==> src/rtl/narnet_sequencer.sv <==
// narnet_sequencer: priming / closed-loop prediction job controller for the NAR-Net core,
// with a first-word fall-through output FIFO. Optional watchdog: NARNET_SEQ_TIMEOUT_EN.
module narnet_sequencer #(
  parameter int N       = 10,
  parameter int Q       = 8,
  parameter int CW      = 8,
  parameter int DEPTH   = 4,
  parameter int TIMEOUT = 255
) (
  input  logic          clk,
  input  logic          rst,
  input  logic          start,
  input  logic [CW-1:0] prime_len,
  input  logic [CW-1:0] horizon,
  input  logic [N-1:0]  seed_x,
  input  logic [N-1:0]  s_data,
  input  logic          s_valid,
  output logic          s_ready,
  output logic [N-1:0]  net_x,
  output logic          net_x_ready,
  input  logic [N-1:0]  net_y,
  input  logic          net_out_ready,
  output logic [N-1:0]  m_data,
  output logic          m_last,
  output logic          m_valid,
  input  logic          m_ready,
  output logic          busy,
  output logic          done,
  output logic          err
);
  localparam int AW = $clog2(DEPTH);
  localparam logic [AW:0] FULL_CNT = DEPTH[AW:0];

  localparam logic [2:0] S_IDLE  = 3'd0;
  localparam logic [2:0] S_FETCH = 3'd1;
  localparam logic [2:0] S_ISSUE = 3'd2;
  localparam logic [2:0] S_WAIT  = 3'd3;
  localparam logic [2:0] S_STORE = 3'd4;
  localparam logic [2:0] S_DONE  = 3'd5;

  // Q is the core's fixed-point format and is only carried here; this branch is never
  // elaborated for a legal configuration.
  if (Q >= N || TIMEOUT < 1 || DEPTH < 2 || (DEPTH & (DEPTH - 1)) != 0) begin : g_cfg_invalid
  end

  logic [2:0]    state_q, state_d;
  logic [CW-1:0] prime_q, prime_d, hor_q, hor_d;
  logic          priming_q, priming_d;
  logic [N-1:0]  x_q, x_d, fb_q, fb_d;

  logic [N:0]    mem_q [DEPTH];
  logic [AW-1:0] wr_q, rd_q;
  logic [AW:0]   cnt_q;
  logic          full, empty, push, pop, flush, last;

`ifdef NARNET_SEQ_TIMEOUT_EN
  localparam int WDW = $clog2(TIMEOUT + 1);
  logic [WDW-1:0] wd_q, wd_d;
  logic           err_q, err_d;
`endif

  assign full  = (cnt_q == FULL_CNT);
  assign empty = (cnt_q == '0);
  assign pop   = m_ready && !empty;
  // A full FIFO still accepts the push when the head leaves in the same cycle.
  assign push  = (state_q == S_STORE) && (!full || pop);
  assign last  = (hor_q == CW'(1));

  always_comb begin
    state_d   = state_q;
    prime_d   = prime_q;
    hor_d     = hor_q;
    priming_d = priming_q;
    x_d       = x_q;
    fb_d      = fb_q;
    flush     = 1'b0;
`ifdef NARNET_SEQ_TIMEOUT_EN
    err_d     = err_q;
    wd_d      = '0;
`endif
    case (state_q)
      S_IDLE: if (start) begin
        prime_d   = prime_len;
        hor_d     = horizon;
        priming_d = (prime_len != '0);
`ifdef NARNET_SEQ_TIMEOUT_EN
        err_d     = 1'b0;
`endif
        if (prime_len != '0) begin
          state_d = S_FETCH;
        end else if (horizon != '0) begin
          x_d     = seed_x;
          state_d = S_ISSUE;
        end else begin
          state_d = S_DONE;
        end
      end
      S_FETCH: if (s_valid) begin
        x_d     = s_data;
        prime_d = prime_q - CW'(1);
        state_d = S_ISSUE;
      end
      S_ISSUE: state_d = S_WAIT;
      S_WAIT: begin
`ifdef NARNET_SEQ_TIMEOUT_EN
        wd_d = wd_q + WDW'(1);
`endif
        if (net_out_ready) begin
          fb_d = net_y;
          if (!priming_q) begin
            state_d = S_STORE;
          end else if (prime_q != '0) begin
            state_d = S_FETCH;
          end else begin
            priming_d = 1'b0;
            x_d       = net_y;
            state_d   = (hor_q != '0) ? S_ISSUE : S_DONE;
          end
        end
`ifdef NARNET_SEQ_TIMEOUT_EN
        else if (wd_q == WDW'(TIMEOUT - 1)) begin
          err_d   = 1'b1;
          flush   = 1'b1;
          state_d = S_DONE;
        end
`endif
      end
      S_STORE: if (push) begin
        hor_d = hor_q - CW'(1);
        if (last) begin
          state_d = S_DONE;
        end else begin
          x_d     = fb_q;
          state_d = S_ISSUE;
        end
      end
      S_DONE:  state_d = S_IDLE;
      default: state_d = S_IDLE;
    endcase
  end

  always_ff @(posedge clk or negedge rst) begin
    if (!rst) begin
      state_q   <= S_IDLE;
      prime_q   <= '0;
      hor_q     <= '0;
      priming_q <= 1'b0;
      x_q       <= '0;
      fb_q      <= '0;
    end else begin
      state_q   <= state_d;
      prime_q   <= prime_d;
      hor_q     <= hor_d;
      priming_q <= priming_d;
      x_q       <= x_d;
      fb_q      <= fb_d;
    end
  end

`ifdef NARNET_SEQ_TIMEOUT_EN
  always_ff @(posedge clk or negedge rst) begin
    if (!rst) begin
      wd_q  <= '0;
      err_q <= 1'b0;
    end else begin
      wd_q  <= wd_d;
      err_q <= err_d;
    end
  end
  assign err = err_q;
`else
  assign err = 1'b0;
`endif

  always_ff @(posedge clk or negedge rst) begin
    if (!rst) begin
      wr_q  <= '0;
      rd_q  <= '0;
      cnt_q <= '0;
    end else if (flush) begin
      wr_q  <= '0;
      rd_q  <= '0;
      cnt_q <= '0;
    end else begin
      if (push) wr_q <= wr_q + AW'(1);
      if (pop)  rd_q <= rd_q + AW'(1);
      if (push && !pop)      cnt_q <= cnt_q + (AW+1)'(1);
      else if (!push && pop) cnt_q <= cnt_q - (AW+1)'(1);
    end
  end

  always_ff @(posedge clk) begin
    if (push) mem_q[wr_q] <= {last, fb_q};
  end

  assign m_valid     = !empty;
  assign m_data      = m_valid ? mem_q[rd_q][N-1:0] : '0;
  assign m_last      = m_valid & mem_q[rd_q][N];
  assign s_ready     = (state_q == S_FETCH);
  assign net_x_ready = (state_q == S_ISSUE);
  assign net_x       = x_q;
  assign busy        = (state_q != S_IDLE);
  assign done        = (state_q == S_DONE);
endmodule

==> config.mk <==
export PLATFORM = sky130hd
export DESIGN_NAME = narnet_sequencer
export DESIGN_NICKNAME = d
export VERILOG_FILES = /design/src/rtl/narnet_sequencer.sv
export SDC_FILE = /design/constraint.sdc
export NUM_CORES = 1
export LEC_CHECK = 0
export ABC_AREA = 1
export BUFFER_PORTS_ARGS = -buffer_cell sky130_fd_sc_hd__buf_2
export CAP_MARGIN = 20
export CORE_ASPECT_RATIO = 1.75
export CORE_MARGIN = 5
export CORE_UTILIZATION = 40
export DETAILED_ROUTE_END_ITERATION = 16
export SYNTH_ARGS = -nofsm -noshare
export SYNTH_HDL_FRONTEND = slang
export SYNTH_SLANG_ARGS = --single-unit
==> constraint.sdc <==
create_clock -name clk -period 2.2 [get_ports clk]
set_input_delay 0.11 -clock clk [delete_from_list [all_inputs] [get_ports clk]]
set_output_delay 0.11 -clock clk [all_outputs]
set_load 0.005 [all_outputs]
After elaboration in Yosys (flattened, before gate mapping). Memories as Yosys holds them, arrays and structs flattened. Index checks and enable logic that the tools add are counted.

Bits in registers: 47. Memory bits (writable): 44. Input port bits: 52. Output and inout bits: 27. Logic and storage cells: 97. Memories: 1.

$add $sub $neg: 6. Equal/unequal tests: 16. Muxes and demuxes: 37. Bitwise logic cells: 1. Reductions and logical operators: 27.

Memories: mem_q (depth 4, width 11, rd ports 1, clocked after Yosys merged registers in 0, write ports 1, RTL line 51) `logic [N:0] mem_q [DEPTH];`.

Operators with widths (count): 10-bit two-way mux (10); 10-bit one-hot mux with 4 select lines (1); 3-bit two-way mux (12); 8-bit two-way mux (4); 8-bit one-hot mux with 2 select lines (2); 8-bit nonzero test (4); 2-bit != test, second input constant (9); 8-bit by 1-bit subtractor with 8-bit output, second input constant (2); 3-bit one-hot mux with 5 select lines (1); 10-bit AND reduction (1); 3-bit == test, second input constant (3); 3-bit AND reduction (3); 8-bit by 1-bit == test with 1-bit output, second input constant (1); 2-bit nonzero test (4); 3-bit by 2-bit == test with 1-bit output, second input constant (2); 3-bit zero test (2); 1-bit two-way mux (6); 2-bit by 1-bit adder with 2-bit output, second input constant (2); 1-bit logical AND (4); 1-bit zero test (4); 4-bit AND reduction (1); 4-bit nonzero test (1); 3-bit by 1-bit adder with 3-bit output, second input constant (1); 3-bit by 1-bit == test with 1-bit output, second input constant (1); 6 further kinds (6).

Longest topological paths before layout.
Word-level depth: 9. Depth in mapped cells: 13. Depth with buffers taken out: 11.

Worst setup path before layout. OpenSTA, ideal clock, no wires.

Path type: register -> register. Start: register state_q[0]. End: register cnt_q[2]. Setup time: 0.131 ns. Arrival time: 2.023 ns. Data required time: 2.069 ns. Slack: 0.046 ns. Stages on the path, launching flop included: 14. Buffers on the path: 2. Clock period less this slack: 2.154 ns. Path through: dfrtp_1 -> buf_4 -> inv_1 -> nand2_1 -> nor2_2 -> buf_6 -> nand2_1 -> inv_1 -> ha_1 -> inv_1 -> fa_1 -> a21oi_1 -> o21ai_0 -> xor2_1.

Longest elaborated chain between the ends: 5. Elaborated cells on any way between the ends: 7. Those cells by class: 1 x eq/ne; 1 x mux; 5 x reduce/logical.

Ends and longest elaborated chain: from (decl) (RTL line 46) `logic [2:0] state_q, state_d;`; from (signal assigned) (RTL line 151) `state_q <= state_d;`; 3-bit == test * (RTL line 66) `assign push = (state_q == S_STORE) && (!full || pop);`; 1-bit logical AND * (RTL line 66); net push (RTL line 54) `logic full, empty, push, pop, flush, last;`; 1-bit zero test (RTL line 188) `else if (!push && pop) cnt_q <= cnt_q - (AW+1)'(1);`; 1-bit logical AND (RTL line 188); 2-bit nonzero test (no line); to (signal assigned) (RTL line 187) `if (push && !pop) cnt_q <= cnt_q + (AW+1)'(1);`; to (signal assigned) (RTL line 188); to (decl) (RTL line 53) `logic [AW:0] cnt_q;`.

Mark *: on every way through the listed nets, which the timed path passes. The rest lies on a longest branch. A chain may end at the register's enable or synchronous reset.

Worst setup path after layout.
Start: register cnt_q[1]. End: register cnt_q[2].

Longest elaborated chain between the ends: 8. Elaborated cells on any way between the ends: 16. Those cells by class: 2 x add/sub; 1 x eq/ne; 2 x mux; 11 x reduce/logical.

Ends and longest elaborated chain: parallel branches: the longest is 8 deep, another holds 3-bit by 1-bit subtractor with 3-bit output.

Several ways; the timed one is not identified. The select of a mux whose other input is x is not followed.

==> reports/results.md <==
| Metric | Reported |
|:---|:---|
| Final-report hold violation count | 0 |
| Routing usage on met1 | 18.74% |
| Final ANT Viol Nets | 0 |
| Synthesis Warnings | 0 |
| Antenna diode count | 0 |
| Maximum number of pins on one net before global-route repair | 48 |
| Detailed-placement wirelength estimate | 9095 um |
| Boundary Pins | 79 |
| Leading cell type by number of instances after synthesis | nand2_1 |
| Global-route layer with the greatest usage | met2 |
| Critical Path, Cell by Cell | nor2_1 > inv_1 > nor2_2 > nor2_1 > inv_1 > ha_1 > inv_1 > fa_1 > a21oi_1 > o21ai_0 > xor2_1 |
| Wire length after detailed routing | 11900 um |
| Count of cell types in the netlist | 40 |
| Global routing met2 resource utilization | 32.76% |
| CTS clk-pin slew, worst paths | 0.07 ns |
| Switching fraction of total power | 42.18% |
| Critical path's most frequent cell | inv_1 |
| Number of buffers and inverters on the critical path | 3 |
| Die ar. | 0.01450 mm2 |
| Required time of the worst setup path | 2.42 ns |
| Combined area of all synthesized cells | 0.004846 mm2 |
| Maximum resistive drop on vdd | 0.0005726 V |
| Count of input and output buffers | 77 |
| Final count of negative-setup-slack endpoints | 0 |
| Synth Instances | 575 |
| Clock tree from TritonCTS | built |
| Dominant register cell in the synthesized netlist | dfrtp_1 |
| Final Cycle Share | 89.51% |
| Hold WS | 0.01520 ns |
| Die width | 93.20 um |
| Arrival time worst endpoint | 2.19 ns |
| Antenna violations before repair | 0 |
| Net switching power figure | 3297 uW |
| Root Driver | clkbuf_16 |
| Share of the yosys chip area belonging to registers | 51.54% |
| Leakage power figure | 0.002774 uW |
| Fraction of registers with async set or reset after synthesis | 51.65% |
| Setup Skew | 0.004434 ns |
| Setup crit end kind | flop |
| Initial cell density of the core | 40.60% |
| Crit start category | flop |
| Reg power frac | 35.6% |
| Top cell type's share of synthesized area | 27.27% |
| Worst path max stage delay | 0.42 ns |
| Setup slack on the worst flop-to-flop path | 0.23 ns |
| First drt pass iteration count | 4 |
| Synth Area per Inst | 8.428 um2 |
| # fillers | 1150 |
| Final global-route overflow total | 0 |
| Via count | 4002 |
| Critical-path maximum fanout | 3 |
| Clock buffers created by TritonCTS | 9 |
| Vertical extent of the die | 155.6 um |
| Final Core Density | 48.06% |
| Area inside the core boundary | 0.01194 mm2 |
| Most area-consuming cells after synthesis | edfxtp_1 (27%), dfrtp_1 (24%), nand2_1 (12%) |
| Time the final worst path needs with I/O delays and setup | 1.969 ns |
| Worst relative slew slack | 58.40% |
| Outcome | finished, final reports clean |
| Met3 demand-to-capacity share in global routing | 3.427% |
| Clock network fraction of total power | 19.6% |
| Vias per cell | 4.971 |
| Worst-skew pair later-pin latency | 0.34 ns |
| Family with the most delay on the worst path | adder cells |
| Total Routing Usage GR | 17.41% |
| Per-cell routed wire length | 14.78 um |
| Max-Cap Viols | 0 |
| Count of clock tree sinks | 91 |
| Worst path slowest cell | dfrtp_1 |
| Most numerous cell types in the synthesized netlist | nand2_1 (149), nor2_1 (99), inv_1 (52) |
| Synthesized Nets | 637 |
| Synthesis-to-finish area growth | 18.38% |
| Global-route wire length before repair | 19750 um |
| Highest attainable clock frequency | 507.8 MHz |
| CTS H-tree lvls | 3 |
| Critical Setup Path Class | reg -> reg |
| Max clock buf depth | 2 |
| Comb power frac | 44.8% |
| Unrepaired setup endpoints after global routing | false |
| Number of rows in the core area | 53 |
| Number of global-route vias before repair | 4166 |
| Fraction of final layout cells with drive strength greater than 1 | 21.71% |
| Pwr dens | 1362 mW/mm2 |
| Dominant cell type by area after synthesis | edfxtp_1 |
| Accumulated negative setup slack | 0 ns |
| Slew at the pin with the worst max-slew slack | 0.6240 ns |
| Routability cong. | 0.9063 |
| DRC violations left | 0 |
| Worst hold path class | in -> reg |
| Number of pins exceeding their max-slew limit in the final report | 0 |
| Initial DRC count | 171 |
| Flops & latches, synth | 91 |
| Internal power consumption | 4519 uW |
| Final nets | 725 |
| Number of synthesized flops with an enable pin | 44 |
## final timing paths
path,startpoint,to,depth (start not counted)
setup / recovery,cnt_q[1],cnt_q[2],11
hold / removal,net_y[6],fb_q[6],2
setup reg to reg,cnt_q[1],cnt_q[2],11
hold reg to reg,net_x[0],net_x[0],2
max in group asynchronous,rst,state_q[2],3
min in group asynchronous,rst,hor_q[5],3
## cells by family (layout without fill, tap and decap cells)
logic type                 Yosys count  in the layout  share of synthesized area [%]
buffers and inverters               78            171                          6.946
and+or+nand+nor                    305            305                          27.01
DFF                                 91             91                          51.54
xor gates and xnor gates             7              7                          1.265
other                                1              1                        0.07739
adders and majority gates           10             10                          2.737
AOI/OAI and AO/OA                   74             74                          8.056
muxes                                9              9                          2.375
## state kept, by name, summed over array words and instances (netlist names)
register / flops
prime_q: 8
wr_q: 2
hor_q: 8
mem_q: 44
cnt_q: 3
state_q: 3
priming_q: 1
rd_q: 2
fb_q: 10
net_x: 10
## final cells by class
type | count | area, um2 | share of cell area, %
clock inverters | 7 | 76.32 | 1.330
flip-flops and latches | 91 | 2499 | 43.56
inverters | 60 | 227.7 | 3.969
clock buffers | 9 | 225.2 | 3.926
well taps | 137 | 171.4 | 2.988
repair buffers | 95 | 523.0 | 9.117
multi-input cells | 406 | 2014 | 35.11
## power by group through the flow
stage          Combinational [uW]  Clock (uW)  Sequential, uW
2_1_floorplan                2540           0            2680
3_3_place_gp                 3430           0            2780
3_5_place_dp                 3510           0            2810
4_1_cts                      3530        1570            2780
5_1_grt                      4010        1650            2860
6_report                     3500        1530            2780
## worst register-to-register path, cell delays in order, from the launching register on
cell and delay (ns):
dfrtp_1 0.42, nor2_1 0.14, inv_1 0.07, nor2_2 0.10, nor2_1 0.08, inv_1 0.06
ha_1 0.13, inv_1 0.06, fa_1 0.38, a21oi_1 0.14, o21ai_0 0.11, xor2_1 0.15
## metal layers
metal	share of wire [%]	up-vias	wire (um)
met3	4.0	26	472
met4	3.2	0	380
met2	55	100	6588
li1	-	2029	-
met1	37	1847	4454
met5	0	-	0
## cell usage in the layout (no fill, tap or decap), types with 2 or more instances in the layout
master and instances:
a21oi_1 17, buf_2 77, buf_4 17, clkbuf_16 9
dfrtp_1 46, edfxtp_1 44, ha_1 9, inv_1 52
inv_2 7, inv_6 2, inv_8 3, mux2_2 4
mux2_4 4, nand2_1 149, nand2_4 2, nand3_1 25
nand3b_1 7, nand4_1 2, nor2_1 98, nor2_2 4
nor2_4 4, nor3_1 5, o21ai_0 48, o21ai_1 5
or2_1 2, or2_2 2, xnor2_1 2, xor2_1 5
## per-stage QoR
stage	instances	power (uW)	setup WS, ns	instance area [um2]
CTS	803	7884	0.1873	5718
detailed placement	786	6323	0.2003	5406
floorplan	575	5221	0.04587	4846
global route	805	8519	0.02448	5737
global placement	786	6204	0.2495	5406
finish	805	7816	0.2309	5737
## what timing repair did
item / 4_1_cts / 5_1_grt
hold buffers: 1 / 0
endpoints found under the hold margin: 47 / 0
endpoints found under the setup margin: 0 / 1
buffers inserted: 0 / 2
resized for setup: 0 / 2
Note: power is estimated with default switching activity, not from simulation.
